<file path="config.mk">
export PLATFORM = sky130hd
export DESIGN_NAME = rca_seq_ctrl_flat
export DESIGN_NICKNAME = d
export VERILOG_FILES = /design/src/rtl/rca_seq_ctrl_if.sv /design/src/rtl/rca_seq_ctrl.sv /design/src/flat_wrapper.sv
export SDC_FILE = /design/constraint.sdc
export NUM_CORES = 1
export LEC_CHECK = 0
export ABC_AREA = 0
export BUFFER_PORTS_ARGS = -buffer_cell sky130_fd_sc_hd__buf_2
export CAP_MARGIN = 10
export CORE_MARGIN = 5
export CORE_UTILIZATION = 45
export CTS_CLUSTER_DIAMETER = 40
export DETAILED_ROUTE_END_ITERATION = 8
export PLACE_DENSITY = 0.72
export SYNTH_ARGS = -nofsm -noshare
export SYNTH_HDL_FRONTEND = slang
export SYNTH_SLANG_ARGS = --single-unit
</file>
<file path="constraint.sdc">
create_clock -name clk -period 5.7 [get_ports clk]
set_input_delay 1.14 -clock clk [delete_from_list [all_inputs] [get_ports clk]]
set_output_delay 1.14 -clock clk [all_outputs]
set_load 0.02 [all_outputs]
</file>
<file path="src/rtl/rca_seq_ctrl_if.sv">
// rtl/rca_seq_ctrl_if.sv - operand/result handshake bundle for the multi-precision add sequencer
//
// Purpose: groups the input operand channel, the result channel and the busy
// flag of rca_seq_ctrl so the block and its neighbours connect through one port.
// Signals:
//   in_valid/in_ready     operand channel handshake
//   in_a/in_b [8*WORDS]   operands, byte 0 = bits [7:0]
//   in_cin                carry into byte 0
//   out_valid/out_ready   result channel handshake
//   out_sum [8*WORDS]     A + B + cin modulo 2^(8*WORDS)
//   out_cout              carry out of the MSB byte
//   busy                  sequencer is in RUN or DONE
// Modports: master = operand producer / result consumer, slave = sequencer.
interface rca_seq_ctrl_if #(
  parameter int WORDS = 4
);
  logic               in_valid;
  logic               in_ready;
  logic [8*WORDS-1:0] in_a;
  logic [8*WORDS-1:0] in_b;
  logic               in_cin;
  logic               out_valid;
  logic               out_ready;
  logic [8*WORDS-1:0] out_sum;
  logic               out_cout;
  logic               busy;

  modport master (
    output in_valid, in_a, in_b, in_cin, out_ready,
    input  in_ready, out_valid, out_sum, out_cout, busy
  );

  modport slave (
    input  in_valid, in_a, in_b, in_cin, out_ready,
    output in_ready, out_valid, out_sum, out_cout, busy
  );
endinterface

</file>
<file path="src/rtl/rca_seq_ctrl.sv">
// rtl/rca_seq_ctrl.sv - byte-serial multi-precision ripple-carry add sequencer
//
// Purpose: adds two WORDS-byte operands one byte per cycle through a single
// 8-bit ripple-carry datapath of full-adder cells, LSB byte first, holding the
// inter-byte carry in a register.
// Ports:
//   clk    rising-edge clock
//   rst_n  asynchronous active-low reset
//   bus    rca_seq_ctrl_if.slave (operand channel, result channel, busy)
// Timing: result valid exactly WORDS cycles after the accepting edge; one
// transaction every WORDS+2 cycles when both channels stream continuously.
module rca_seq_ctrl #(
  parameter int WORDS = 4
) (
  input  logic         clk,
  input  logic         rst_n,
  rca_seq_ctrl_if.slave bus
);
  localparam int IW = (WORDS > 1) ? $clog2(WORDS) : 1;
  localparam int W  = 8 * WORDS;
  localparam logic [IW-1:0] LAST_IDX = IW'(WORDS - 1);

  typedef enum logic [1:0] {
    IDLE = 2'd0,
    RUN  = 2'd1,
    DONE = 2'd2
  } state_t;

  state_t        state;
  state_t        state_nx;
  logic [IW-1:0] idx;
  logic          carry;
  logic [W-1:0]  a_q;
  logic [W-1:0]  b_q;
  logic [W-1:0]  sum_q;
  logic          cout_q;

  logic [7:0]    a_byte;
  logic [7:0]    b_byte;
  logic [7:0]    s_byte;
  logic [8:0]    c_chain;
  logic          accept;
  logic          last_byte;

  assign a_byte    = a_q[idx*8 +: 8];
  assign b_byte    = b_q[idx*8 +: 8];
  assign accept    = bus.in_valid && (state == IDLE);
  assign last_byte = (idx == LAST_IDX);

  // Eight chained full-adder cells; c_chain[8] is the byte carry-out.
  always_comb begin
    s_byte     = '0;
    c_chain    = '0;
    c_chain[0] = carry;
    for (int i = 0; i < 8; i++) begin
      s_byte[i]      = a_byte[i] ^ b_byte[i] ^ c_chain[i];
      c_chain[i + 1] = (a_byte[i] & b_byte[i]) | (c_chain[i] & (a_byte[i] ^ b_byte[i]));
    end
  end

  always_ff @(posedge clk or negedge rst_n) begin
    if (!rst_n) begin
      state <= IDLE;
    end else begin
      state <= state_nx;
    end
  end

  always_comb begin
    state_nx = state;
    case (state)
      IDLE:    if (accept) state_nx = RUN;
      RUN:     if (last_byte) state_nx = DONE;
      DONE:    if (bus.out_ready) state_nx = IDLE;
      default: state_nx = IDLE;
    endcase
  end

  always_ff @(posedge clk or negedge rst_n) begin
    if (!rst_n) begin
      idx    <= '0;
      carry  <= 1'b0;
      a_q    <= '0;
      b_q    <= '0;
      sum_q  <= '0;
      cout_q <= 1'b0;
    end else begin
      case (state)
        IDLE: begin
          if (accept) begin
            a_q    <= bus.in_a;
            b_q    <= bus.in_b;
            carry  <= bus.in_cin;
            idx    <= '0;
            sum_q  <= '0;
            cout_q <= 1'b0;
          end
        end
        RUN: begin
          sum_q[idx*8 +: 8] <= s_byte;
          carry             <= c_chain[8];
          // No early exit: every byte is visited so latency is fixed.
          if (last_byte) begin
            cout_q <= c_chain[8];
          end else begin
            idx <= idx + 1'b1;
          end
        end
        default: ;
      endcase
    end
  end

  assign bus.in_ready  = (state == IDLE);
  assign bus.out_valid = (state == DONE);
  assign bus.busy      = (state != IDLE);
  assign bus.out_sum   = sum_q;
  assign bus.out_cout  = cout_q;
endmodule

</file>
<file path="src/flat_wrapper.sv">
// flat-port wrapper written by rule: the top's interface ports become plain ports
module rca_seq_ctrl_flat 
#(
  parameter int WORDS = 4
)
  (clk, rst_n, bus_in_valid, bus_in_a, bus_in_b, bus_in_cin, bus_out_ready, bus_in_ready, bus_out_valid, bus_out_sum, bus_out_cout, bus_busy);
  rca_seq_ctrl_if #(.WORDS(WORDS)) bus_i ();
  input  logic clk;
  input  logic rst_n;
  input wire logic [$bits(bus_i.in_valid)-1:0] bus_in_valid;
  input wire logic [$bits(bus_i.in_a)-1:0] bus_in_a;
  input wire logic [$bits(bus_i.in_b)-1:0] bus_in_b;
  input wire logic [$bits(bus_i.in_cin)-1:0] bus_in_cin;
  input wire logic [$bits(bus_i.out_ready)-1:0] bus_out_ready;
  output wire logic [$bits(bus_i.in_ready)-1:0] bus_in_ready;
  output wire logic [$bits(bus_i.out_valid)-1:0] bus_out_valid;
  output wire logic [$bits(bus_i.out_sum)-1:0] bus_out_sum;
  output wire logic [$bits(bus_i.out_cout)-1:0] bus_out_cout;
  output wire logic [$bits(bus_i.busy)-1:0] bus_busy;
  assign bus_i.in_valid = bus_in_valid;
  assign bus_i.in_a = bus_in_a;
  assign bus_i.in_b = bus_in_b;
  assign bus_i.in_cin = bus_in_cin;
  assign bus_i.out_ready = bus_out_ready;
  assign bus_in_ready = bus_i.in_ready;
  assign bus_out_valid = bus_i.out_valid;
  assign bus_out_sum = bus_i.out_sum;
  assign bus_out_cout = bus_i.out_cout;
  assign bus_busy = bus_i.busy;
  rca_seq_ctrl #(.WORDS(WORDS)) u_core (.clk(clk), .rst_n(rst_n), .bus(bus_i));
endmodule
</file>
# [Word level (Yosys, flattened, before mapping)]
# Index checks and enable logic that the tools add are counted.
[classes] muxes=15 n_shift=4 n_addsub=2 eq_ne=7 n_reduce_logical=9 bitwise=40
[op_table] op="$pmux 32 s2" n=1
[op_table] op="$shiftx 32x6->8" n=2
[op_table] op="$neg 5->34" n=1
[op_table] op="$shift 8x34->32 const A" n=1
[op_table] op="$shiftx 8x34->32" n=1
[op_table] op="$bwmux 32" n=1
[op_table] op="$mux 32" n=1
[op_table] op="$and 1x1->1" n=16
[op_table] op="$xor 1x1->1" n=16
[op_table] op="$mux 2" n=5
[op_table] op="$reduce_and 3->1" n=3
[op_table] op="$or 1x1->1" n=8
[op_table] op="$pmux 2 s3" n=1
[op_table] op="$eq 2x2->1 const B" n=2
[op_table] op="$ne 2x1->1 const B" n=2
[op_table] op="$ne 2x2->1 const B" n=2
[op_table] op="$pmux 1 s2" n=2
[op_table] op="$pmux 2 s2" n=1
[op_table] op="$reduce_and 2->1" n=2
[op_table] op="$reduce_bool 2->1" n=2
[op_table] op="$mux 1" n=3
[op_table] op="$add 2x1->2 const B" n=1
[op_table] op="$eq 2x1->1 const B" n=1
[op_table] op="$logic_not 2->1" n=1
[op_table] op="$logic_and 1x1->1" n=1
[totals] out_inout_bits=36 reg_bits=102 in_bits=69 elab_cells=84

# [Logic depth before layout (Yosys ltp)]
[logic_depth] ltp_word=20 mapped_depth=17 ltp_nobuf=15

# [Worst setup path after synthesis]
# OpenSTA, ideal clock, no wires.
[synth_path] path_kind="reg2reg" startpoint="reg u_core.idx[1]" endpoint="reg u_core.sum_q[31], in the netlist u_core.bus.out_sum[31]" arrival_time_ns=4.330 synth_period_minus_slack_ns=4.451 stages_incl_launch_ff=17 setup_time_ns=0.121 n_path_buf=2 required_ns=5.579 slack_ns=1.249 cell_sequence="dfrtp_1 -> clkbuf_1 -> buf_2 -> mux4_2 -> inv_1 -> fa_1 -> fa_1 -> fa_1 -> fa_1 -> fa_1 -> inv_1 -> fa_1 -> inv_1 -> fa_1 -> inv_1 -> fa_1 -> a22o_1"
[synth_via] elab_chain_len=20 elab_cells_between_ends=44 cone_classes="add/sub (1); shift (4); mux (2); bitwise (37)"
[synth_lines] item="start, declared" line_no="rca_seq_ctrl.sv:31" text="logic [IW-1:0] idx;"
[synth_lines] item="start signal, assigned" line_no="rca_seq_ctrl.sv:106" text="idx <= idx + 1'b1;"
[synth_lines] item="$shiftx 32x6->8, on equally long branches" line_no="rca_seq_ctrl.sv:45, rca_seq_ctrl.sv:46"
[synth_lines] item="$xor 1x1->1" line_no="rca_seq_ctrl.sv:56, rca_seq_ctrl.sv:57"
[synth_lines] item="$and 1x1->1" line_no="rca_seq_ctrl.sv:57" text="c_chain[i + 1] = (a_byte[i] & b_byte[i]) | (c_chain[i] & (a_byte[i] ^ b_byte[i]));"
[synth_lines] item="$or 1x1->1" line_no="rca_seq_ctrl.sv:57"
[synth_lines] item="$and 1x1->1" line_no="rca_seq_ctrl.sv:57"
[synth_lines] item="$or 1x1->1" line_no="rca_seq_ctrl.sv:57"
[synth_lines] item="$and 1x1->1" line_no="rca_seq_ctrl.sv:57"
[synth_lines] item="$or 1x1->1" line_no="rca_seq_ctrl.sv:57"
[synth_lines] item="[4 not listed]"
[synth_lines] item="$and 1x1->1" line_no="rca_seq_ctrl.sv:57"
[synth_lines] item="$or 1x1->1" line_no="rca_seq_ctrl.sv:57"
[synth_lines] item="$and 1x1->1" line_no="rca_seq_ctrl.sv:57"
[synth_lines] item="$or 1x1->1" line_no="rca_seq_ctrl.sv:57"
[synth_lines] item="$xor 1x1->1" line_no="rca_seq_ctrl.sv:56" text="s_byte[i] = a_byte[i] ^ b_byte[i] ^ c_chain[i];"
[synth_lines] item="$shiftx 8x34->32" line_no="rca_seq_ctrl.sv:100" text="sum_q[idx*8 +: 8] <= s_byte;"
[synth_lines] item="$bwmux 32 (*)" line_no="rca_seq_ctrl.sv:100"
[synth_lines] item="$pmux 32 s2 (*)" line_no="rca_seq_ctrl.sv:88" text="case (state)"
[synth_lines] item="end signal, assigned by index" line_no="rca_seq_ctrl.sv:100"
[synth_lines] item="end, declared" line_no="rca_seq_ctrl.sv:35" text="logic [W-1:0] sum_q;"
# Mark *: on every way between the ends. The rest lies on a longest branch, timed or not.
# A chain may end at the register's enable or synchronous reset.

# [Final worst setup path]
[layout_path] startpoint="reg u_core.idx[0]" endpoint="reg u_core.sum_q[15], in the netlist u_core.bus.out_sum[15]"
# The elaborated chain is that of the path after synthesis.

==> metrics.md <==
| Metric | Value |
|---|---|
| Status | completed |
| I/O pin total | roughly 110 |
| Leakage | 2.75 nW |
| #FFs+latches synth | 102 |
| Vias per cell | 5.31 |
| Routability cong. | 0.754 |
| CTS root buffer | clkbuf_8 |
| Setup crit end kind | flip-flop |
| Peak VDD IR | 0.000302 V |
| Die Width | 113 um |
| Total Power | 3.65 mW |
| Post-synth cell types | 31 |
| Final setup viols | 0 |
| Internal power | 2.23 mW |
| TNS Setup | 0 ns |
| Avg Cell Area, Syn | 15.9 sq um |
| Synth top area share | 53.2% |
| Core Rows | 37 |
| Antenna diode count | 0 |
| Net switching power | 1.41 mW |
| Seq/Total Area, Yosys | around 53% |
| Fmax | 218 MHz |
| PortBufs | roughly 100 |
| DRT Pass-1 Iters | 5 |
| Full die area | 12800 sq um |
| RSZ-0062 raised after global routing | no |
| Clock Skew | about 0.0077 ns |
| Initial drt markers | 186 |
| Cell area after synthesis | 4800 sq um |
| Flip-flop and latch area | 2550 sq um |
| Mapped Nets | about 380 |
| Share of cells above drive strength 1 | roughly half |
| Worst-margin pin slew | 0.689 ns |
| Largest net degree at the start of global routing | 56 |
| Critical path fanouts, max | 13 |
| Routed Antenna Nets | 0 |
| H-tree depth | 3 |
| Initial cell density of the core | 46.3% |
| Post_cts resized | 0 |
| Vias in the first global route | ~3100 |
| CP Class | reg -> reg |
| Pwr dens | approximately 650 nW/um^2 |
| Synth area leader | dfrtp_1 |
| First-pass GRT wire length | 16800 um |
| DP HPWL | 7630 um |
| Fin crit share | 80.5% |
| Gr usage total | ~17% |
| Clock tree buffer depth | 2 |
| Top cells by area, synth | dfrtp_1 (53%), mux2_4 (19%), mux4_2 (7.5%) |
| Core Area | about 10000 sq um |
| Layout area overhead | 16.6% |
| TritonCTS clock tree | built |
| Max-cap violations | 0 |
| Seq pwr share | 35.3% |
| Clock power share | 12.7% |
| Number of setup buffers added after CTS | 0 |
| Worst Path Arrival | between 4 and 5 ns |
| Worst Setup Start Kind | flip-flop |
| Clock slew at reported path FFs | 0.09 ns |
| Cells after Synth | 301 |
| Logic gate share of total power | between 50% and 60% |
| Post-DR wirelength/cell | 19.0 um |
| Fillers | 895 |
| Slew HR | 54.1% |
| Die H | 113 um |
| CTS sink cnt | 102 |
| Fin. Hold Viols | 0 |
| Pins Over Slew Limit | 0 |
| Synthesis warning total | 0 |
| Multi-input gate area | between 2000 and 2500 sq um |
| Clock period minus final worst setup slack | about 4.6 ns |
| CTS Hold Bufs | 0 |
| WP data required | 5.94 ns |
| DRC Markers | 0 |
| Sw Share | between 30 and 40% |
| CTS Buf Count | 9 |
| Clock Latency Late Sink | 0.36 ns |
| Grt total ovfl | 0 |
| Routed wire length | 10300 um |
| Layout Nets | just under 500 |
| Antenna violations before repair | 0 |
| Worst min-delay path category | reg -> reg |
| DR vias | 2886 |
metal layers:
layer  track usage (%)  share of wire, %  vias to the layer above  wire (um)
met5                 0                 0                        -          0
met3              4.28               6.6                       10        683
met2              24.0                44                      109       4580
met1              24.9                48                     1474       4930
li1                  -                 -                     1293          -
met4              4.41              0.97                        0        100
power by group through the flow:
stage	Combinational (mW)	Sequential [mW]	Clock [mW]
3_3_place_gp	1.85	1.29	0
2_1_floorplan	1.44	1.27	0
5_1_grt	2.07	1.33	0.504
3_5_place_dp	1.90	1.30	0
6_report	1.90	1.29	0.462
4_1_cts	1.91	1.29	0.470
path summary, 6_finish.rpt:
| check | from | endpoint | slack (ns) | cells past startpoint |
|---|---|---|---|---|
| max | u_core.idx[0] | u_core.bus.out_sum[15] | 1.11 | 15 |
| min | u_core.bus.out_cout | u_core.bus.out_cout | 0.49 | 1 |
| max reg2reg | u_core.idx[0] | u_core.bus.out_sum[15] | 1.11 | 15 |
| min reg2reg | u_core.bus.out_cout | u_core.bus.out_cout | 0.49 | 1 |
| max in group asynchronous | rst_n | u_core.bus.out_sum[26] | 3.80 | 2 |
| min in group asynchronous | rst_n | u_core.bus.out_sum[13] | 0.77 | 1 |
cells in the final DEF (no fill, tap or decap), types with 3 or more instances in the layout:
| master | n |
|---|---|
| a22o_1 | 5 |
| o2bb2ai_1 | 30 |
| nand2_1 | 6 |
| dfrtp_1 | 102 |
| ha_1 | 4 |
| nand2b_1 | 3 |
| buf_2 | 103 |
| fa_1 | 8 |
| inv_1 | 20 |
| mux2_2 | 5 |
| mux2_4 | 60 |
| a21o_1 | 5 |
| buf_4 | 5 |
| clkbuf_8 | 10 |
| mux4_2 | 16 |
cell usage after synthesis, drive strengths merged:
cell type	n
o21ai	2
mux4	16
ha	4
or2	1
and2	1
dfrtp	102
nand4	1
inv	21
fa	8
and4b	1
a21o	5
or3b	1
and3b	1
nor4b	2
a21oi	2
nor2b	1
nor3b	2
clkbuf	7
nand2b	3
mux2	65
o2bb2ai	30
o21bai	1
a22o	5
nand2	6
nand3	1
nor2	1
buf	11
kinds of logic (layout without fill, tap and decap cells):
family | count (synthesis) | in the layout | synth area share (%)
compound gates | 45 | 45 | 7.74
simple gates | 22 | 22 | 2.92
flops | 102 | 102 | 53.2
fa+ha+maj | 12 | 12 | 4.38
buf+inv | 39 | 145 | 4.30
mux | 81 | 81 | 27.5
registers in the layout, indices dropped and copies added, names as in the netlist:
signal               count
u_core.b_q              32
u_core.state             2
u_core.a_q              32
u_core.idx               2
u_core.carry             1
u_core.bus.out_cout      1
u_core.bus.out_sum      32
critical path: stages, from the launching register on:
cell and delay, ns:
dfrtp_1 0.76, mux4_2 0.35, inv_1 0.05, fa_1 0.41
fa_1 0.39, fa_1 0.39, fa_1 0.39, fa_1 0.38
inv_1 0.08, fa_1 0.16, inv_1 0.05, fa_1 0.36
inv_1 0.08, fa_1 0.42, inv_1 0.11, o2bb2ai_1 0.07
cell type report:
class	instances	share of cell area (%)
timing repair buffer	108	9.89
tap	136	3.04
inverter	21	1.41
sequential	102	45.6
multi-input combinational	160	36.5
clock inverter	5	1.05
clock buffer	11	2.53
through the flow:
stage                     util (%)  hold WS, ns  setup slack (ns)  instance area (sq um)  std cells
after floorplan                  -        0.450              1.25                   4800        301
after global placement        52.0        0.463              1.22                   5390        527
after detailed placement      52.0        0.468              1.13                   5390        527
after CTS                     53.9        0.489              1.10                   5590        543
after global routing          53.9        0.514             0.797                   5590        543
final                         53.9        0.486              1.11                   5590        543
Power figures use the tool's default switching activity.
